<file path="src/rtl/demux32_pkg.sv">
// Shared widths and types for the serial-to-parallel deserializer.
package demux32_pkg;
    localparam int WORD_W = 32;
    localparam int PTR_W  = 5;
    localparam int CNT_W  = 6;

    typedef logic [WORD_W-1:0] word_t;
    typedef logic [PTR_W-1:0]  ptr_t;
endpackage

</file>
<file path="src/rtl/decoder_5to32.sv">
// Combinational one-hot decoder producing the accumulator bit write enables.
module decoder_5to32
    import demux32_pkg::*;
#(
    parameter int SEL_W = PTR_W,
    parameter int OUT_W = WORD_W
) (
    input  logic [SEL_W-1:0] sel,
    input  logic             en,
    output logic [OUT_W-1:0] out
);
    generate
        for (genvar gi = 0; gi < OUT_W; gi++) begin : g_dec
            assign out[gi] = en && (sel == SEL_W'(gi));
        end
    endgenerate
endmodule

</file>
<file path="src/rtl/demux32_deserializer.sv">
// Serial bit stream to parallel word converter with a single output holding
// register (valid/ready) and a flush path that emits zero-padded partial words.
module demux32_deserializer
    import demux32_pkg::*;
#(
    parameter int N = WORD_W,
    localparam int ADDR_W = $clog2(N),
    localparam int CNT_BITS = ADDR_W + 1
) (
    input  logic                clk,
    input  logic                rst,
    input  logic                in_bit,
    input  logic                in_valid,
    output logic                in_ready,
    input  logic                flush,
    output logic                flush_ack,
    output logic [N-1:0]        out_word,
    output logic [CNT_BITS-1:0] out_count,
    output logic                out_valid,
    input  logic                out_ready
);
    logic [ADDR_W-1:0]   ptr_reg;
    logic [N-1:0]        acc_reg;
    logic [N-1:0]        acc_next;
    logic [N-1:0]        we;
    logic [CNT_BITS-1:0] eff_cnt;
    logic                accept;
    logic                last;
    logic                slot_free;
    logic                complete;
    logic                flush_fire;
    logic                flush_load;
    logic                load;

    assign last       = (ptr_reg == ADDR_W'(N - 1));
    assign slot_free  = !out_valid || out_ready;
    assign in_ready   = !last || slot_free;
    assign accept     = in_valid && in_ready;
    assign complete   = accept && last;
    // Level request: re-arm only after the cycle in which the ack was shown.
    assign flush_fire = flush && !flush_ack;
    assign eff_cnt    = {1'b0, ptr_reg} + CNT_BITS'(accept);
    assign flush_load = flush_fire && (eff_cnt != '0) && slot_free && !complete;
    assign load       = complete || flush_load;

    decoder_5to32 #(
        .SEL_W(ADDR_W),
        .OUT_W(N)
    ) u_dec (
        .sel(ptr_reg),
        .en (accept),
        .out(we)
    );

    // Bits above ptr are always zero, so acc_next is already zero-padded.
    generate
        for (genvar gi = 0; gi < N; gi++) begin : g_acc
            assign acc_next[gi] = we[gi] ? in_bit : acc_reg[gi];
        end
    endgenerate

    always_ff @(posedge clk or negedge rst) begin
        if (!rst) begin
            ptr_reg   <= '0;
            acc_reg   <= '0;
            out_word  <= '0;
            out_count <= '0;
            out_valid <= 1'b0;
            flush_ack <= 1'b0;
        end else begin
            if (load) begin
                out_word  <= acc_next;
                out_count <= eff_cnt;
                out_valid <= 1'b1;
                ptr_reg   <= '0;
                acc_reg   <= '0;
            end else begin
                if (accept) begin
                    ptr_reg <= ptr_reg + ADDR_W'(1);
                    acc_reg <= acc_next;
                end
                if (out_valid && out_ready) begin
                    out_valid <= 1'b0;
                end
            end
            flush_ack <= flush_fire && ((eff_cnt == '0) || slot_free);
        end
    end
endmodule

</file>
<file path="config.mk">
export PLATFORM = sky130hd
export DESIGN_NAME = demux32_deserializer
export DESIGN_NICKNAME = d
export VERILOG_FILES = /design/src/rtl/demux32_pkg.sv /design/src/rtl/decoder_5to32.sv /design/src/rtl/demux32_deserializer.sv
export SDC_FILE = /design/constraint.sdc
export NUM_CORES = 1
export LEC_CHECK = 0
export ABC_AREA = 0
export BUFFER_PORTS_ARGS = -buffer_cell sky130_fd_sc_hd__buf_4
export CORE_MARGIN = 8
export CORE_UTILIZATION = 35
export CTS_CLUSTER_DIAMETER = 30
export DETAILED_ROUTE_END_ITERATION = 8
export GPL_ROUTABILITY_DRIVEN = 0
export GPL_TIMING_DRIVEN = 0
export SETUP_SLACK_MARGIN = 0.15
export SYNTH_ARGS = -nofsm -noshare
export SYNTH_HDL_FRONTEND = slang
export SYNTH_SLANG_ARGS = --single-unit
</file>
<file path="constraint.sdc">
create_clock -name clk -period 3.7 [get_ports clk]
set_input_delay 0.185 -clock clk [delete_from_list [all_inputs] [get_ports clk]]
set_output_delay 0.185 -clock clk [all_outputs]
set_load 0.02 [all_outputs]
</file>
==> summary.txt, run 1 <==
Worst setup path
  – Worst EP required: 3.93 ns
  – Slowest-stage cell, CP: dfrtp_2
  – Reg2reg path depth: 16
  – CP Buf/Inv Count: 4
  – Kind of critical path: flop to flop
  – Worst Path Max Fanout: 10
  – CP Launch Type: flop
  – Reg2reg start: ptr_reg[1]$_DFFE_PN0P_
  – Critical-path cell list: ha_2 > and3_1 > ha_1 > and3b_2 > inv_4 > nand2_4 > inv_4 > ha_1 > ha_4 > xor2_4 > nor4b_4 > a31oi_4 > nand2b_4 > buf_8 > buf_8 > mux2_4
  – R2R Setup Slk: 0.27 ns
  – Delay-heaviest family, CP: adder cells
  – Worst stage delay on the critical path: about 0.42 ns
  – Crit path DAT: 3.66 ns
  – RR Endpoint: out_word[19]$_DFFE_PN0P_
  – Worst setup EP type: flop

Yosys
  – Distinct cells, synth: 38
  – EDFF count, synth: 0
  – Synth cell count leaders: dfrtp_1, o21ai_0, and2_1
  – Yosys reg bits: between 70 and 80
  – FFs w/ async S/R, synth: 100%
  – Syn Area/Cell: around 12 µm²
  – Synth Flop Type: dfrtp_1
  – Syn Nets: 313
  – Synth top area share: about 55%
  – Yosys warnings: 0
  – Sequential area share after synthesis: 54.7%
  – Synth area leader: dfrtp_1
  – Leading post-synthesis cells by cell area: dfrtp_1, o21ai_0, mux2_2, mux2_4, and2_1
  – Post-Synthesis Cell Area: 3520 µm²
  – Post-Syn Instances: 298
  – Most common cell in the netlist: dfrtp_1

Die
  – IO Pins: 47
  – Initial Util: roughly 36%
  – Chip width: 116 µm
  – Cell Rows: 36
  – Die height: around 120 µm
  – Die ar.: 13500 µm²
  – Core area: 9770 µm²

Final layout
  – Area grow syn2layout: 22.2%
  – N_diodes: 0
  – Nets: 377
  – Layout cells sized above 1: 34.4%
  – Fill cells: 932
  – Post-route cell area: 4300 µm²
  – Non-Filler Instances: 499
  – Core Util, Final: around 44%

Detailed routing
  – Starting DRT DRC Count: 153
  – Drt wl/cell: between 15 and 20 µm
  – # DRC: 0
  – DR vias: around 2400
  – WL final: a little under 8000 µm
  – Vias per cell: ~4.8
  – First-pass DRT Iterations: 5
  – Antenna-violating nets left: 0

Global route
  – Antenna violations before repair: 0
  – Tot GR Track Use: about an eighth
  – First-pass GRT wire length: approximately 13000 µm
  – Largest net degree at the start of global routing: 78
  – Vias in the first global route: 2517
  – Gr ovfl total: 0

STA
  – Final min period: 3.43 ns
  – Tcrit/Tclk final: 92.7%
  – Final setup vio count: 0
  – Slew Viols, Final: 0
  – Worst Max-Slew Pin Slew: 0.977 ns
  – Clk_skew: ~0.009 ns
  – Final hold slack: -0.0331 ns
  – Fmax: 291 MHz
  – Final Hold Viols: 8
  – TNS Setup: 0 ns
  – RSZ-0062 raised after global routing: false
  – Headroom to the max-slew limit: 34.9%
  – Final worst slack: about 0.27 ns

Min path
  – Worst hold path class: input port to asynchronous set/reset pin

Clocking
  – Root buffer cell: clkbuf_8
  – Reg clk slew, reported paths: 0.07 ns
  – Clk buf depth: 2
  – TritonCTS clock tree: done
  – Number of buffers created by CTS: 9
  – Worst skew pair latency: 0.35 ns
  – Hold_buf cts: 0
  – Clock sinks: 77
  – H-tree depth: 3

Power and ir drop
  – PD cells: 573 nW/µm²
  – Worst VDD drop: approximately 0.3 mV
  – Power Total: 2.46 mW
  – Leakage Power: 2.07 nW

Outcome
  – Status: complete, but fails checks
  – Violated checks: negative hold slack

Placement
  – Area after DPL: 4030 µm²
  – Placed insts: 476
  – Post-place setup slack: -0.270 ns
  – Port-buffer cells: 45
  – HPWL after DPL: between 5000 and 6000 µm

Run
  – Maximum capacitance violations: 0
-- cell type report --
class / count / area (µm²) / area share [%]
Multi-Input combinational cell: 198 / 1520 / 35.2
Clock buffer: 11 / 131 / 3.05
Buffer: 16 / 104 / 2.41
Tap cell: 133 / 166 / 3.87
Timing Repair Buffer: 53 / 398 / 9.25
Inverter: 7 / 31.3 / 0.727
Clock inverter: 4 / 26.3 / 0.611
Sequential cell: 77 / 1930 / 44.9
-- worst max-delay path by stage --
| stage | depth (start not counted) | slack, ns | start | endpoint |
|---|---|---|---|---|
| final | 16 | 0.27 | ptr_reg[1]$_DFFE_PN0P_ | out_word[19]$_DFFE_PN0P_ |
| after floorplan | 16 | 0.21 | ptr_reg[1]$_DFFE_PN0P_ | out_word[18]$_DFFE_PN0P_ |
| after global routing | 16 | 0.15 | ptr_reg[0]$_DFFE_PN0P_ | out_word[19]$_DFFE_PN0P_ |
| after detailed placement | 16 | -0.27 | ptr_reg[0]$_DFFE_PN0P_ | out_word[19]$_DFFE_PN0P_ |
| after CTS | 16 | 0.15 | ptr_reg[1]$_DFFE_PN0P_ | out_word[19]$_DFFE_PN0P_ |
| after global placement | 16 | -0.28 | ptr_reg[1]$_DFFE_PN0P_ | out_word[19]$_DFFE_PN0P_ |
-- worst reg2reg max path, stage by stage, from the launching register on --
cell      delay, ns
dfrtp_2        0.42
ha_2           0.21
and3_1         0.17
ha_1           0.21
and3b_2        0.26
inv_4          0.11
nand2_4        0.08
inv_4          0.12
ha_1           0.19
ha_4           0.17
xor2_4         0.20
nor4b_4        0.08
a31oi_4        0.26
nand2b_4       0.18
buf_8          0.16
buf_8          0.17
mux2_4         0.32
-- layer usage --
metal / share of wire [%] / routed length (µm) / vias up / GRT usage, %
li1: - / - / 1165 / -
met1: 44 / 3500 / 1168 / 16.4
met2: 48 / 3750 / 71 / 19.5
met3: 5.6 / 438 / 13 / 2.59
met4: 2.3 / 183 / 0 / 6.83
met5: 0 / 0 / - / 0
-- power breakdown --
| part | leakage, nW | switching (mW) | internal [mW] |
|---|---|---|---|
| combinational | 0.941 | 0.511 | 0.415 |
| sequential | 1.05 | 0.0535 | 0.952 |
| clock | 0.0792 | 0.295 | 0.239 |
-- cell usage in the layout, fill, tap and decap left out, types with 4 or more instances in the layout --
master    instances
nand3_1           4
or2_2             4
mux2_4           13
clkbuf_1          7
ha_1              7
nand2b_1          5
and2_1           31
clkbuf_8          9
buf_4            54
o21ai_0          62
nand2_1           8
buf_1             4
mux2_2           20
inv_1             4
nand4_1           7
dfrtp_1          75
nor2_1            6
-- timing repair --
item	in CTS	in global routing
pin swaps	1	3
setup buffers	5	3
gates resized for setup	10	6
endpoints found under the hold margin	0	0
endpoints found under the setup margin	73	52
-- cell families after synthesis --
family	Yosys count	share of synthesized area, %
AND/OR/NAND/NOR	77	13.3
XOR/XNOR	5	1.46
flip-flops	77	54.7
AO/OA/AOI/OAI	71	10.9
buffers and inverters	23	3.55
adder cells (fa/ha/maj)	9	3.20
multiplexers	36	12.8
Power figures use the tool's default switching activity.
==> inputs of run 2 (changes only) <==
GPL_TIMING_DRIVEN = default   (was 0)
clock period = 4.4 ns   (was 3.7 ns; I/O delays follow)
==> run 2 against run 1 <==
  * The flow now finishes without violations
  * Register-to-register slack better by 0.28 ns
  * Clock power is 4% lower
  * Routed wire length fell by 1.5%
  * Utilization down 1.5 points
  * Critical endpoint is now out_word[8]$_DFFE_PN0P_
  * Cell count decreased by 3.8%
  * Highest routed layer unchanged
  * Combinational power fell by 29%
  * Sequential power shrank 15%
  * Largest power group unchanged
  * Setup slack better by 0.28 ns
  * Critical path type unchanged
==> summary.txt, run 2 (synthesis gave the netlist of run 1 again) <==
STA
  – Worst Max-Slew Pin Slew: 0.965 ns
  – TNS Setup: 0 ns
  – Clk_skew: 0.00988 ns
  – Final worst slack: 0.546 ns
  – Final min period: 3.85 ns
  – RSZ-0062 raised after global routing: false
  – Final setup vio count: 0
  – Headroom to the max-slew limit: a little over a third
  – Fmax: 259 MHz
  – Slew Viols, Final: 0
  – Tcrit/Tclk final: 87.6%
  – Final Hold Viols: 0

Clocking
  – Root buffer cell: clkbuf_8
  – Clk buf depth: 2
  – H-tree depth: 3
  – Setup Buffers After CTS: 0
  – TritonCTS clock tree: done
  – Number of buffers created by CTS: 9
  – Clock sinks: 77
  – Worst skew pair latency: 0.35 ns
  – Reg clk slew, reported paths: 0.07 ns

Worst setup path
  – Reg2reg path depth: 14
  – Worst setup EP type: flop
  – R2R Setup Slk: roughly 0.55 ns
  – Crit path DAT: roughly 4 ns
  – RR Endpoint: out_word[8]$_DFFE_PN0P_
  – CP Launch Type: flop
  – Kind of critical path: flop to flop
  – Worst EP required: ~4.6 ns
  – Reg2reg start: ptr_reg[1]$_DFFE_PN0P_
  – Worst Path Max Fanout: 19

Die
  – Core area: 9770 µm²
  – IO Pins: 47
  – Chip width: roughly 120 µm
  – Cell Rows: 36
  – Die ar.: 13500 µm²
  – Die height: 116 µm
  – Initial Util: a little over a third

Detailed routing
  – DR vias: 2319
  – Starting DRT DRC Count: 111
  – Antenna-violating nets left: 0
  – First-pass DRT Iterations: 4
  – WL final: 7750 µm
  – # DRC: 0
  – Drt wl/cell: 16.1 µm
  – Vias per cell: 4.83

Global route
  – Gr ovfl total: 0
  – Tot GR Track Use: between 10% and 20%
  – Vias in the first global route: about 2400
  – Antenna violations before repair: 0
  – Largest net degree at the start of global routing: 78
  – First-pass GRT wire length: 12500 µm

Final layout
  – Post-route cell area: 4160 µm²
  – Fill cells: 931
  – Area grow syn2layout: 18.1%
  – Nets: 358
  – N_diodes: 0
  – Multi-input gate area: 1480 µm²
  – Commonest cells after routing, fill and taps aside: dfrtp_1, o21ai_0, buf_4
  – Most common cell after layout, fill and taps aside: dfrtp_1
  – Layout cells sized above 1: between 30% and 40%
  – Reg area: 1930 µm²

Placement
  – HPWL after DPL: about 5300 µm
  – Port-buffer cells: 46
  – Post-place setup slack: 0.426 ns
  – Area after DPL: 3960 µm²

Power and ir drop
  – Power Total: between 2 and 2.5 mW
  – Worst VDD drop: approximately 0.19 mV
  – PD cells: 488 nW/µm²
  – Leakage Power: 2.03 nW

Min path
  – Worst hold path class: input port to asynchronous set/reset pin

Outcome
  – Status: finished clean

Run
  – Maximum capacitance violations: 0
-- run 2: cell count changes in the layout (fill, tap and decap cells not counted), sizes merged --
| cell | before | now |
|---|---|---|
| inv | 7 | 6 |
| buf | 63 | 49 |
| bufinv | 0 | 1 |
| clkinv | 3 | 5 |
| nand2b | 6 | 7 |
| clkbuf | 17 | 9 |
-- run 2: worst max-delay path by stage --
stage                                 from                  endpoint  slack (ns)
floorplan           ptr_reg[1]$_DFFE_PN0P_  out_word[18]$_DFFE_PN0P_        0.75
global placement    ptr_reg[1]$_DFFE_PN0P_   out_word[2]$_DFFE_PN0P_        0.57
detailed placement  ptr_reg[1]$_DFFE_PN0P_   out_word[1]$_DFFE_PN0P_        0.43
CTS                 ptr_reg[1]$_DFFE_PN0P_   out_word[8]$_DFFE_PN0P_        0.41
global route        ptr_reg[1]$_DFFE_PN0P_  out_word[12]$_DFFE_PN0P_        0.23
finish              ptr_reg[1]$_DFFE_PN0P_   out_word[8]$_DFFE_PN0P_        0.55
-- run 2: repair_timing --
action,4_1_cts,5_1_grt
gates resized for setup,0,1
hold buffers,0,0
setup endpoints to repair,0,32
-- run 2: layer usage --
metal / vias to the layer above / global-route usage, % / wire length (µm)
met4: 0 / 5.36 / 125
met1: 1130 / 15.6 / 3700
met5: - / 0 / 0
met2: 51 / 18.6 / 3640
met3: 9 / 2.84 / 284
li1: 1129 / - / -
-- run 2: worst max-delay path, stage by stage (launching register included) --
cell,delay [ns]
dfrtp_1,0.48
ha_1,0.25
and3_1,0.19
ha_1,0.17
and3b_1,0.21
clkinv_1,0.20
nand2_1,0.21
inv_1,0.15
ha_1,0.21
ha_1,0.21
xor2_1,0.28
nor4b_4,0.09
a31oi_4,0.30
nand2b_4,0.42
mux2_2,0.38
-- run 2: power breakdown --
part | total [mW] | internal (mW) | switching, mW
combinational | 0.658 | 0.269 | 0.389
sequential | 0.856 | 0.799 | 0.0579
clock | 0.515 | 0.259 | 0.257
total | 2.03 | 1.33 | 0.704
-- run 2: cell type report --
type / count / area share (%)
sequential: 77 / 46.3
multi-input combinational: 199 / 35.6
timing repair buffer: 49 / 8.85
tap: 133 / 4.00
clock buffer: 9 / 2.98
clock inverter: 6 / 1.56
inverter: 7 / 0.632
-- run 2: metrics by stage --
stage	std cells	util [%]	hold WS (ns)
floorplan	298	-	-0.0756
global placement	464	40.5	0.435
detailed placement	464	40.5	0.444
CTS	479	42.4	0.0719
global route	480	42.5	0.107
finish	480	42.5	0.0174
